<file path="config.mk">
export PLATFORM = sky130hd
export DESIGN_NAME = nqueen_cfu_sequencer_flat
export DESIGN_NICKNAME = d
export VERILOG_FILES = /design/src/rtl/nqueen_cfu_sequencer_if.sv /design/src/rtl/nqueen_cfu_sequencer.sv /design/src/flat_wrapper.sv
export SDC_FILE = /design/constraint.sdc
export NUM_CORES = 1
export LEC_CHECK = 0
export CAP_MARGIN = 20
export CORE_MARGIN = 3
export CORE_UTILIZATION = 52
export CTS_CLUSTER_SIZE = 12
export DETAILED_ROUTE_END_ITERATION = 10
export MAX_ROUTING_LAYER = met4
export PLACE_DENSITY = 0.94
export SYNTH_ARGS = -nofsm -noshare
export SYNTH_HDL_FRONTEND = slang
export SYNTH_SLANG_ARGS = --single-unit
</file>
<file path="constraint.sdc">
create_clock -name i_clk -period 13.65 [get_ports i_clk]
set_clock_uncertainty 0.1 [all_clocks]
set_input_delay 2.73 -clock i_clk [delete_from_list [all_inputs] [get_ports i_clk]]
set_output_delay 2.73 -clock i_clk [all_outputs]
set_load 0.02 [all_outputs]
</file>
<file path="src/rtl/nqueen_cfu_sequencer_if.sv">
// Command/response handshake between the N-Queens sequencer (master) and the CFU (slave).
// Signal names match the CFU command-port naming so the CFU side needs no renaming.
interface nqueen_cfu_sequencer_if;
    logic        cmd_valid;
    logic        cmd_ready;
    logic [9:0]  cmd_payload_function_id;
    logic [31:0] cmd_payload_inputs_0;
    logic [31:0] cmd_payload_inputs_1;
    logic        rsp_valid;
    logic        rsp_ready;
    logic [31:0] rsp_payload_outputs_0;

    modport master (
        output cmd_valid,
        output cmd_payload_function_id,
        output cmd_payload_inputs_0,
        output cmd_payload_inputs_1,
        output rsp_ready,
        input  cmd_ready,
        input  rsp_valid,
        input  rsp_payload_outputs_0
    );

    modport slave (
        input  cmd_valid,
        input  cmd_payload_function_id,
        input  cmd_payload_inputs_0,
        input  cmd_payload_inputs_1,
        input  rsp_ready,
        output cmd_ready,
        output rsp_valid,
        output rsp_payload_outputs_0
    );
endinterface

</file>
<file path="src/rtl/nqueen_cfu_sequencer.sv">
// Autonomous N-Queens CFU master: sweeps first-row columns col_lo..col_hi, issuing
// init / kernel* / get-ret per column and accumulating the total solution count.
module nqueen_cfu_sequencer #(
    parameter int unsigned N     = 16,
    parameter int unsigned CNT_W = 48
) (
    input  logic                   i_clk,
    input  logic                   i_reset,
    input  logic                   i_start,
    input  logic                   i_abort,
    input  logic [4:0]             i_col_lo,
    input  logic [4:0]             i_col_hi,
    output logic                   o_busy,
    output logic                   o_done,
    output logic                   o_err,
    output logic                   o_aborted,
    output logic [31:0]            o_total,
    output logic [31:0]            o_col_cnt,
    output logic [CNT_W-1:0]       o_steps,
    nqueen_cfu_sequencer_if.master cfu
);

    typedef enum logic [2:0] {
        S_IDLE,
        S_INIT,
        S_KERN,
        S_GET,
        S_DONE
    } state_t;

    state_t           r_state;
    state_t           w_state_nxt;
    logic             r_acc;
    logic [4:0]       r_col;
    logic [4:0]       r_col_hi;
    logic             r_done;
    logic             r_err;
    logic             r_aborted;
    logic [31:0]      r_total;
    logic [31:0]      r_col_cnt;
    logic [CNT_W-1:0] r_steps;

    logic w_active;
    logic w_cmplt;
    logic w_range_ok;
    logic w_last_col;
    logic w_accept;
    logic w_reject;

    assign w_active   = (r_state == S_INIT) || (r_state == S_KERN) || (r_state == S_GET);
    assign w_range_ok = (32'(i_col_hi) < N) && (i_col_lo <= i_col_hi);
    assign w_last_col = (r_col == r_col_hi);

    // r_acc marks an accepted command awaiting its response; a response counts
    // only when a command is accepted this cycle or already outstanding.
    assign w_cmplt = w_active && (r_acc || cfu.cmd_ready) && cfu.rsp_valid;

    assign cfu.cmd_valid               = w_active && !r_acc;
    assign cfu.rsp_ready               = w_active;
    assign cfu.cmd_payload_function_id = (r_state == S_KERN) ? 10'd1 :
                                         (r_state == S_GET)  ? 10'd2 : 10'd0;
    assign cfu.cmd_payload_inputs_0    = (r_state == S_INIT) ? {27'd0, r_col} : '0;
    assign cfu.cmd_payload_inputs_1    = '0;

    assign o_busy    = (r_state != S_IDLE);
    assign o_done    = r_done;
    assign o_err     = r_err;
    assign o_aborted = r_aborted;
    assign o_total   = r_total;
    assign o_col_cnt = r_col_cnt;
    assign o_steps   = r_steps;

    always_ff @(posedge i_clk or posedge i_reset) begin
        if (i_reset) begin
            r_state <= S_IDLE;
        end else begin
            r_state <= w_state_nxt;
        end
    end

    always_comb begin
        w_state_nxt = r_state;
        w_accept    = 1'b0;
        w_reject    = 1'b0;
        unique case (r_state)
            S_IDLE: begin
                if (i_start) begin
                    if (w_range_ok) begin
                        w_accept    = 1'b1;
                        w_state_nxt = S_INIT;
                    end else begin
                        w_reject = 1'b1;
                    end
                end
            end
            S_INIT: begin
                if (w_cmplt) begin
                    w_state_nxt = i_abort ? S_DONE : S_KERN;
                end
            end
            S_KERN: begin
                if (w_cmplt) begin
                    if (i_abort) begin
                        w_state_nxt = S_DONE;
                    end else if (cfu.rsp_payload_outputs_0 == 32'd0) begin
                        w_state_nxt = S_GET;
                    end
                end
            end
            S_GET: begin
                if (w_cmplt) begin
                    w_state_nxt = (i_abort || w_last_col) ? S_DONE : S_INIT;
                end
            end
            S_DONE: begin
                w_state_nxt = S_IDLE;
            end
            default: begin
                w_state_nxt = S_IDLE;
            end
        endcase
    end

    always_ff @(posedge i_clk or posedge i_reset) begin
        if (i_reset) begin
            r_acc     <= 1'b0;
            r_col     <= '0;
            r_col_hi  <= '0;
            r_done    <= 1'b0;
            r_err     <= 1'b0;
            r_aborted <= 1'b0;
            r_total   <= '0;
            r_col_cnt <= '0;
            r_steps   <= '0;
        end else begin
            r_acc  <= w_active && !w_cmplt && (r_acc || cfu.cmd_ready);
            r_done <= w_reject || (w_state_nxt == S_DONE);

            if (w_accept) begin
                r_col     <= i_col_lo;
                r_col_hi  <= i_col_hi;
                r_total   <= '0;
                r_steps   <= '0;
                r_err     <= 1'b0;
                r_aborted <= 1'b0;
            end

            if (w_reject) begin
                r_err <= 1'b1;
            end

            if (w_cmplt && i_abort) begin
                r_aborted <= 1'b1;
            end

            if (w_cmplt && (r_state == S_KERN) && (r_steps != '1)) begin
                r_steps <= r_steps + CNT_W'(1);
            end

            // Accumulation happens even when an abort ends the run on this GET.
            if (w_cmplt && (r_state == S_GET)) begin
                r_col_cnt <= cfu.rsp_payload_outputs_0;
                r_total   <= r_total + cfu.rsp_payload_outputs_0;
                if (w_state_nxt == S_INIT) begin
                    r_col <= r_col + 5'd1;
                end
            end
        end
    end

endmodule

</file>
<file path="src/flat_wrapper.sv">
// flat-port wrapper written by rule: the top's interface ports become plain ports
module nqueen_cfu_sequencer_flat 
#(
    parameter int unsigned N     = 16,
    parameter int unsigned CNT_W = 48
)
  (i_clk, i_reset, i_start, i_abort, i_col_lo, i_col_hi, o_busy, o_done, o_err, o_aborted, o_total, o_col_cnt, o_steps, cfu_cmd_valid, cfu_cmd_payload_function_id, cfu_cmd_payload_inputs_0, cfu_cmd_payload_inputs_1, cfu_rsp_ready, cfu_cmd_ready, cfu_rsp_valid, cfu_rsp_payload_outputs_0);
  nqueen_cfu_sequencer_if cfu_i ();
  input  logic i_clk;
  input  logic i_reset;
  input  logic i_start;
  input  logic i_abort;
  input  logic [4:0] i_col_lo;
  input  logic [4:0] i_col_hi;
  output logic o_busy;
  output logic o_done;
  output logic o_err;
  output logic o_aborted;
  output logic [31:0] o_total;
  output logic [31:0] o_col_cnt;
  output logic [CNT_W-1:0] o_steps;
  output wire logic [$bits(cfu_i.cmd_valid)-1:0] cfu_cmd_valid;
  output wire logic [$bits(cfu_i.cmd_payload_function_id)-1:0] cfu_cmd_payload_function_id;
  output wire logic [$bits(cfu_i.cmd_payload_inputs_0)-1:0] cfu_cmd_payload_inputs_0;
  output wire logic [$bits(cfu_i.cmd_payload_inputs_1)-1:0] cfu_cmd_payload_inputs_1;
  output wire logic [$bits(cfu_i.rsp_ready)-1:0] cfu_rsp_ready;
  input wire logic [$bits(cfu_i.cmd_ready)-1:0] cfu_cmd_ready;
  input wire logic [$bits(cfu_i.rsp_valid)-1:0] cfu_rsp_valid;
  input wire logic [$bits(cfu_i.rsp_payload_outputs_0)-1:0] cfu_rsp_payload_outputs_0;
  assign cfu_cmd_valid = cfu_i.cmd_valid;
  assign cfu_cmd_payload_function_id = cfu_i.cmd_payload_function_id;
  assign cfu_cmd_payload_inputs_0 = cfu_i.cmd_payload_inputs_0;
  assign cfu_cmd_payload_inputs_1 = cfu_i.cmd_payload_inputs_1;
  assign cfu_rsp_ready = cfu_i.rsp_ready;
  assign cfu_i.cmd_ready = cfu_cmd_ready;
  assign cfu_i.rsp_valid = cfu_rsp_valid;
  assign cfu_i.rsp_payload_outputs_0 = cfu_rsp_payload_outputs_0;
  nqueen_cfu_sequencer #(.N(N), .CNT_W(CNT_W)) u_core (.i_clk(i_clk), .i_reset(i_reset), .i_start(i_start), .i_abort(i_abort), .i_col_lo(i_col_lo), .i_col_hi(i_col_hi), .o_busy(o_busy), .o_done(o_done), .o_err(o_err), .o_aborted(o_aborted), .o_total(o_total), .o_col_cnt(o_col_cnt), .o_steps(o_steps), .cfu(cfu_i));
endmodule
</file>
==> results of run 1 <==
## routing by layer
metal | vias up | part of all wire
met2 | 321 | 0.49
met4 | 0 | 0.033
li1 | 3515 | -
met1 | 3568 | 0.42
met3 | 56 | 0.060
met5 | - | 0
## synth_stat cells, drive strengths merged, types with 5 or more instances
library cell / instances
nor4: 11
a21o: 10
nor3: 15
clkbuf: 23
a31oi: 6
nand2: 187
inv: 18
a21oi: 50
and3: 14
buf: 76
ha: 38
xor2: 22
nand3: 44
xnor2: 19
nand2b: 9
o31ai: 18
o41ai: 5
and2: 23
o21ai: 113
nand4: 12
dfrtp: 129
nor2: 53
## logic make-up after synthesis
group           synth area share
simple gates               0.217
compound gates             0.186
flops                      0.398
buf+inv                   0.0899
xor+xnor                  0.0442
fa+ha+maj                 0.0610
mux                      0.00370
other cells             0.000462
## worst reg2reg max path: cells and delay by family (launching register included)
family | cells | cell delay [ns]
AOI/OAI and AO/OA | 3 | 0.61
DFF | 1 | 0.41
buffers and inverters | 1 | 0.42
and+or+nand+nor | 7 | 1.53
adders and majority gates | 1 | 0.23
## sequential cells by signal (all words and copies together), names as in the netlist
| name | count |
|---|---|
| u_core.r_col | 5 |
| u_core.r_acc | 1 |
| u_core.o_col_cnt | 32 |
| u_core.r_state | 3 |
| u_core.o_steps | 48 |
| u_core.r_col_hi | 5 |
| u_core.o_total | 32 |
| u_core.o_err | 1 |
| u_core.o_done | 1 |
| u_core.o_aborted | 1 |
## stage by stage
step	power [mW]	cell area [um2]	instances
CTS	1.84	10300	1335
floorplan	1.10	8360	1014
finish	1.84	10300	1335
global placement	1.38	9740	1304
detailed placement	1.41	9740	1304
global route	1.95	10300	1335
## worst max-delay path by stage
stage	from	endpoint	slack, ns	depth (start not counted)
3_5_place_dp	i_col_hi[1]	u_core.o_steps[47]$_DFFE_PP0P_	7.51	14
3_3_place_gp	i_col_hi[1]	u_core.o_total[16]$_DFFE_PP0P_	7.61	12
2_1_floorplan	i_reset	u_core.o_aborted$_DFFE_PP0P_	7.38	1
6_report	i_col_hi[1]	u_core.o_total[24]$_DFFE_PP0P_	7.94	13
5_1_grt	i_col_hi[1]	u_core.o_steps[47]$_DFFE_PP0P_	7.67	14
4_1_cts	i_col_hi[1]	u_core.o_total[16]$_DFFE_PP0P_	7.95	12
## power groups by stage
stage | clock network [mW] | registers, mW | logic, mW
4_1_cts | 0.428 | 0.566 | 0.848
2_1_floorplan | 0 | 0.662 | 0.435
3_3_place_gp | 0 | 0.566 | 0.815
6_report | 0.423 | 0.566 | 0.847
3_5_place_dp | 0 | 0.571 | 0.839
5_1_grt | 0.444 | 0.581 | 0.923
## final cells by class
cell class,instances,area share
inverters,18,0.00681
repair buffers,178,0.172
well taps,211,0.0257
clock inverters,10,0.00851
flip-flops and latches,129,0.314
clock buffers,21,0.0448
multi-input cells,768,0.429
==> reports/results.tsv, run 1 <==
stage	metric	value	unit
sta	final period utilization	0.419	
worst_setup_path	biggest fanout along the worst timing path	11	
synthesis	Avg Cell Area, Syn	8.56	um2
worst_setup_path	worst stage delay on the critical path	0.68	ns
die	Die H	131	um
min_path	hold_sp	u_core.o_col_cnt[12]$_DFFE_PP0P_	
min_path	cell count of the worst hold path	2	
sta	worst hold margin	0.370	ns
worst_setup_path	CP endpoint kind	register	
route	DRT antenna net count	0	
clocking	CTS resizes	0	
power_and_ir_drop	Net Sw Frac	0.395	
worst_setup_path	R2R setup slack	10.24	ns
finish	share of layout cells above drive strength 1	0.0560	
die	Core ar.	0.0153	mm2
route	drt total wl	21.4	mm
route	post-DR vias/cell	5.59	
global_route	initial antenna violation count	0	
clocking	Setup Fix Bufs, Post-CTS	0	
global_route	met1 usage	0.325	
worst_setup_path	CP bufs+invs	2	
global_route	routing usage on met3	0.0435	
sta	RSZ-0062 raised after global routing	no	
synthesis	Mapped Area	0.00812	mm2
power_and_ir_drop	Sequential Power Share	0.308	
route	Starting DRT DRC Count	671	
worst_setup_path	Setup CP Type	in2reg	
clocking	CTS Buffer Depth	2	
synthesis	Syn. warnings	0	
finish	multi-input logic area	0.00441	mm2
power_and_ir_drop	sw power	726	uW
min_path	hold endpoint	u_core.o_col_cnt[12]$_DFFE_PP0P_	
route	DRT Pass-1 Iters	5	
worst_setup_path	CP max stage cell	nor2b_1	
synthesis	ranking of synthesized cells by area	dfrtp_1 40%, nand2_1 8.6%, buf_4 6.5%	
power_and_ir_drop	worst vdd ir	0.0990	mV
finish	final net count	1199	
synthesis	Seq/Total Area, Yosys	0.398	
die	Die ar.	0.0171	mm2
clocking	H-tree Lvls	4	
job	total of max-cap violations	0	
outcome	status	complete, no violations	
clocking	CTS tree	yes	
sta	Slew Viols, Final	0	
sta	Tmin final	5.71	ns
min_path	HP Class	reg2reg	
route	# DRC	0	
synthesis	Synth top area share	0.398	
synthesis	Post-synth EDFFs	0	
global_route	largest net degree at the start of global routing	79	
worst_setup_path	worst-path cell chain	clkdlybuf4s50_1, inv_1, ha_1, nor2b_1, o21a_1, o21a_1, o21ai_0, nand2b_1, a21oi_1, nor2b_1, nor2_1, nand2_1, o21ai_0	
worst_setup_path	Setup crit start kind	input port	
synthesis	Synth Register Bits	129	
clocking	CTS hold repair buffers	0	
synthesis	Post-synth ARST share	1.00	
sta	setup ws final	7.94	ns
clocking	Clock Tree Root	clkbuf_16	
synthesis	Distinct cells, synth	70	
clocking	CTS clk-pin slew, worst paths	0.05	ns
finish	diode count	0	
sta	Rel. slew slack	0.393	
synthesis	Yosys top cell by area	dfrtp_1	
finish	most common cell after layout, fill and taps aside	nand2_1	
finish	storage element area	0.00323	mm2
global_route	GR Util met2	0.420	
finish	fin util	0.674	
sta	setup TNS	0	ns
power_and_ir_drop	pwr dens	178	mW/mm2
power_and_ir_drop	P_leak	4.63	nW
place	routability cong.	0.913	
worst_setup_path	Req. time, crit path	13.80	ns
sta	Final Hold Fails	0	
worst_setup_path	Worst R2R End	u_core.o_steps[47]$_DFFE_PP0P_	
finish	synthesis-to-finish area growth	26.7	%
clocking	Num CTS Buffers	17	
place	dpl hpwl	15.4	mm
die	Die X	131	um
synthesis	Top FF cell, synth	dfrtp_1	
finish	Layout fillers	1183	
global_route	global-route layer with the greatest usage	met2	
worst_setup_path	Worst EP arrival	5.87	ns
place	I/O Buffers	172	
finish	most frequent cells in the layout	186 x nand2_1, 172 x clkdlybuf4s50_1, 129 x dfrtp_1	
die	Initial Utilization	0.532	
place	dpl ws	7.51	ns
power_and_ir_drop	internal power	1.11	mW
power_and_ir_drop	Clk pwr share	0.230	
die	Core Rows	45	
sta	Max Clk Rate	175	MHz
sta	endpoints failing setup	0	
die	# IOs	240	
synthesis	Syn Inst Count	948	
global_route	number of global-route vias before repair	7064	
global_route	total gr overflow	0	
clocking	clk_lat worst skew	0.42	ns
route	WL per Instance	16.0	um
global_route	first-pass GRT wire length	34.8	mm
worst_setup_path	delay-heaviest family, CP	simple AND/OR/NAND/NOR gates	
route	via count	7460	
sta	slew at the pin closest to its max-slew limit	0.907	ns
worst_setup_path	r2r startpoint	u_core.o_steps[1]$_DFFE_PP0P_	
clocking	CTS sink count	129	
worst_setup_path	reg2reg path depth	12	
power_and_ir_drop	Comb pwr share	0.461	
global_route	GRT Total Usage	0.260	
(Power assumes the default switching activity.)
==> inputs of run 2 (changes only) <==
Settings changed: CORE_UTILIZATION 52 to 44, PLACE_DENSITY 0.94 to 0.85.
Clock period 13.65 ns to 5.2 ns, I/O delays scaled along.
==> reports/results.tsv, run 2 (same netlist as run 1, synthesis figures left out) <==
stage	metric	value	unit
clocking	CTS resizes	0	
place	I/O Buffers	172	
place	dpl ws	0.818	ns
die	Core Rows	49	
clocking	Clock Tree Root	clkbuf_16	
global_route	largest net degree at the start of global routing	71	
sta	Slew Viols, Final	0	
sta	setup ws final	1.23	ns
sta	Max Clk Rate	252	MHz
route	Starting DRT DRC Count	540	
sta	slew at the pin closest to its max-slew limit	0.940	ns
power_and_ir_drop	Pwr Total	4.90	mW
route	DRT Pass-1 Iters	5	
sta	setup TNS	0	ns
die	Core ar.	0.0180	mm2
route	via count	7368	
sta	endpoints failing setup	0	
global_route	number of global-route vias before repair	6932	
route	post-DR vias/cell	5.43	
worst_setup_path	CP endpoint kind	register	
die	Initial Utilization	0.450	
worst_setup_path	Req. time, crit path	5.37	ns
sta	final period utilization	0.763	
clocking	CTS hold repair buffers	0	
die	Die H	142	um
route	# DRC	0	
finish	final net count	1202	
global_route	initial antenna violation count	0	
outcome	status	complete, no violations	
clocking	Setup Fix Bufs, Post-CTS	0	
worst_setup_path	CP max stage cell	clkdlybuf4s50_1	
sta	Rel. slew slack	0.371	
job	total of max-cap violations	0	
clocking	clk_lat worst skew	0.42	ns
worst_setup_path	Setup crit start kind	input port	
clocking	CTS tree	yes	
global_route	GRT Total Usage	0.223	
sta	Tmin final	3.97	ns
route	WL per Instance	16.1	um
power_and_ir_drop	P_leak	4.65	nW
finish	synthesis-to-finish area growth	27.7	%
worst_setup_path	worst-path cell chain	clkdlybuf4s50_1, ha_1, fa_1, a21oi_1, o2111ai_1, a211oi_2, o41ai_2, nand2_1, o21ai_2, a221o_2, o31ai_2, xor2_1, o21ai_1	
finish	diode count	0	
clocking	CTS clk-pin slew, worst paths	0.05	ns
place	Post-DP Area	0.00978	mm2
worst_setup_path	biggest fanout along the worst timing path	3	
die	Die ar.	0.0201	mm2
clocking	CTS Buffer Depth	2	
worst_setup_path	Setup CP Type	in2reg	
finish	most common cell after layout, fill and taps aside	nand2_1	
die	# IOs	240	
power_and_ir_drop	pwr dens	473	mW/mm2
worst_setup_path	Worst EP arrival	4.13	ns
finish	share of layout cells above drive strength 1	0.0586	
sta	RSZ-0062 raised after global routing	no	
finish	most frequent cells in the layout	186 x nand2_1, 172 x clkdlybuf4s50_1, 129 x dfrtp_1	
clocking	Num CTS Buffers	17	
die	Die X	142	um
finish	max reg flops	48	
place	routability cong.	0.892	
global_route	total gr overflow	0	
clocking	CTS sink count	129	
clocking	H-tree Lvls	4	
route	DRT antenna net count	0	
finish	Final Cell Area	0.0104	mm2
sta	Final Hold Fails	0	
min_path	HP Class	reg2reg	
place	dpl hpwl	15.6	mm
worst_setup_path	worst stage delay on the critical path	0.49	ns
global_route	first-pass GRT wire length	35.5	mm
power_and_ir_drop	worst vdd ir	0.301	mV
route	drt total wl	21.9	mm
==> run 2: changes by cell type in the layout (fill, tap and decap cells not counted), sizes merged <==
cell	previous run	this run
bufinv	1	2
clkinv	7	2
clkbuf	21	22
clkinvlp	2	5
buf	6	9
==> run 2: stage by stage <==
stage                     hold slack [ns]   util  instances
after floorplan                     0.367      -       1014
after global placement              0.358  0.543       1325
after detailed placement            0.362  0.543       1325
after CTS                           0.376  0.575       1356
after global routing                0.391  0.575       1356
final                               0.371  0.575       1356
==> run 2: worst paths after layout <==
path                                                  from                              end  slack, ns  cells after the start
setup / recovery              cfu_rsp_payload_outputs_0[0]   u_core.o_total[30]$_DFFE_PP0P_       1.23                     13
hold / removal             u_core.o_col_cnt[8]$_DFFE_PP0P_  u_core.o_col_cnt[8]$_DFFE_PP0P_       0.37                      2
max in group asynchronous                          i_reset   u_core.o_total[23]$_DFFE_PP0P_       2.89                      3
min in group asynchronous                          i_reset   u_core.o_steps[26]$_DFFE_PP0P_       1.06                      2
setup reg to reg             u_core.o_steps[1]$_DFFE_PP0P_   u_core.o_steps[25]$_DFFE_PP0P_       1.72                     12
hold reg to reg            u_core.o_col_cnt[8]$_DFFE_PP0P_  u_core.o_col_cnt[8]$_DFFE_PP0P_       0.37                      2
==> run 2: critical path: cells and delay by family <==
kind,cells,cell delay [ns]
XOR/XNOR,1,0.16
buffers and inverters,1,0.49
AO/OA/AOI/OAI,8,1.59
AND/OR/NAND/NOR,1,0.12
adder cells (fa/ha/maj),2,0.73
==> run 2: where the power goes <==
group          switching, mW  internal [mW]  total, mW
Clock                  0.456          0.739       1.19
Sequential             0.218           1.27       1.49
Combinational           1.25          0.968       2.22
Total                   1.93           2.98       4.90
==> run 2: cell type report <==
| type | instances | area, um2 |
|---|---|---|
| clock buffer | 22 | 474 |
| clock inverter | 9 | 108 |
| fill | 1552 | 7660 |
| inverter | 18 | 70.1 |
| multi-input combinational | 768 | 4410 |
| sequential | 129 | 3230 |
| tap | 229 | 287 |
| timing repair buffer | 181 | 1790 |
==> run 2: routing by layer <==
metal	up-vias	track usage	routed length, um
met5	-	-	0
met1	3529	0.293	9900
met2	281	0.352	10500
li1	3527	-	-
met3	31	0.0340	1110
met4	0	0.0793	414
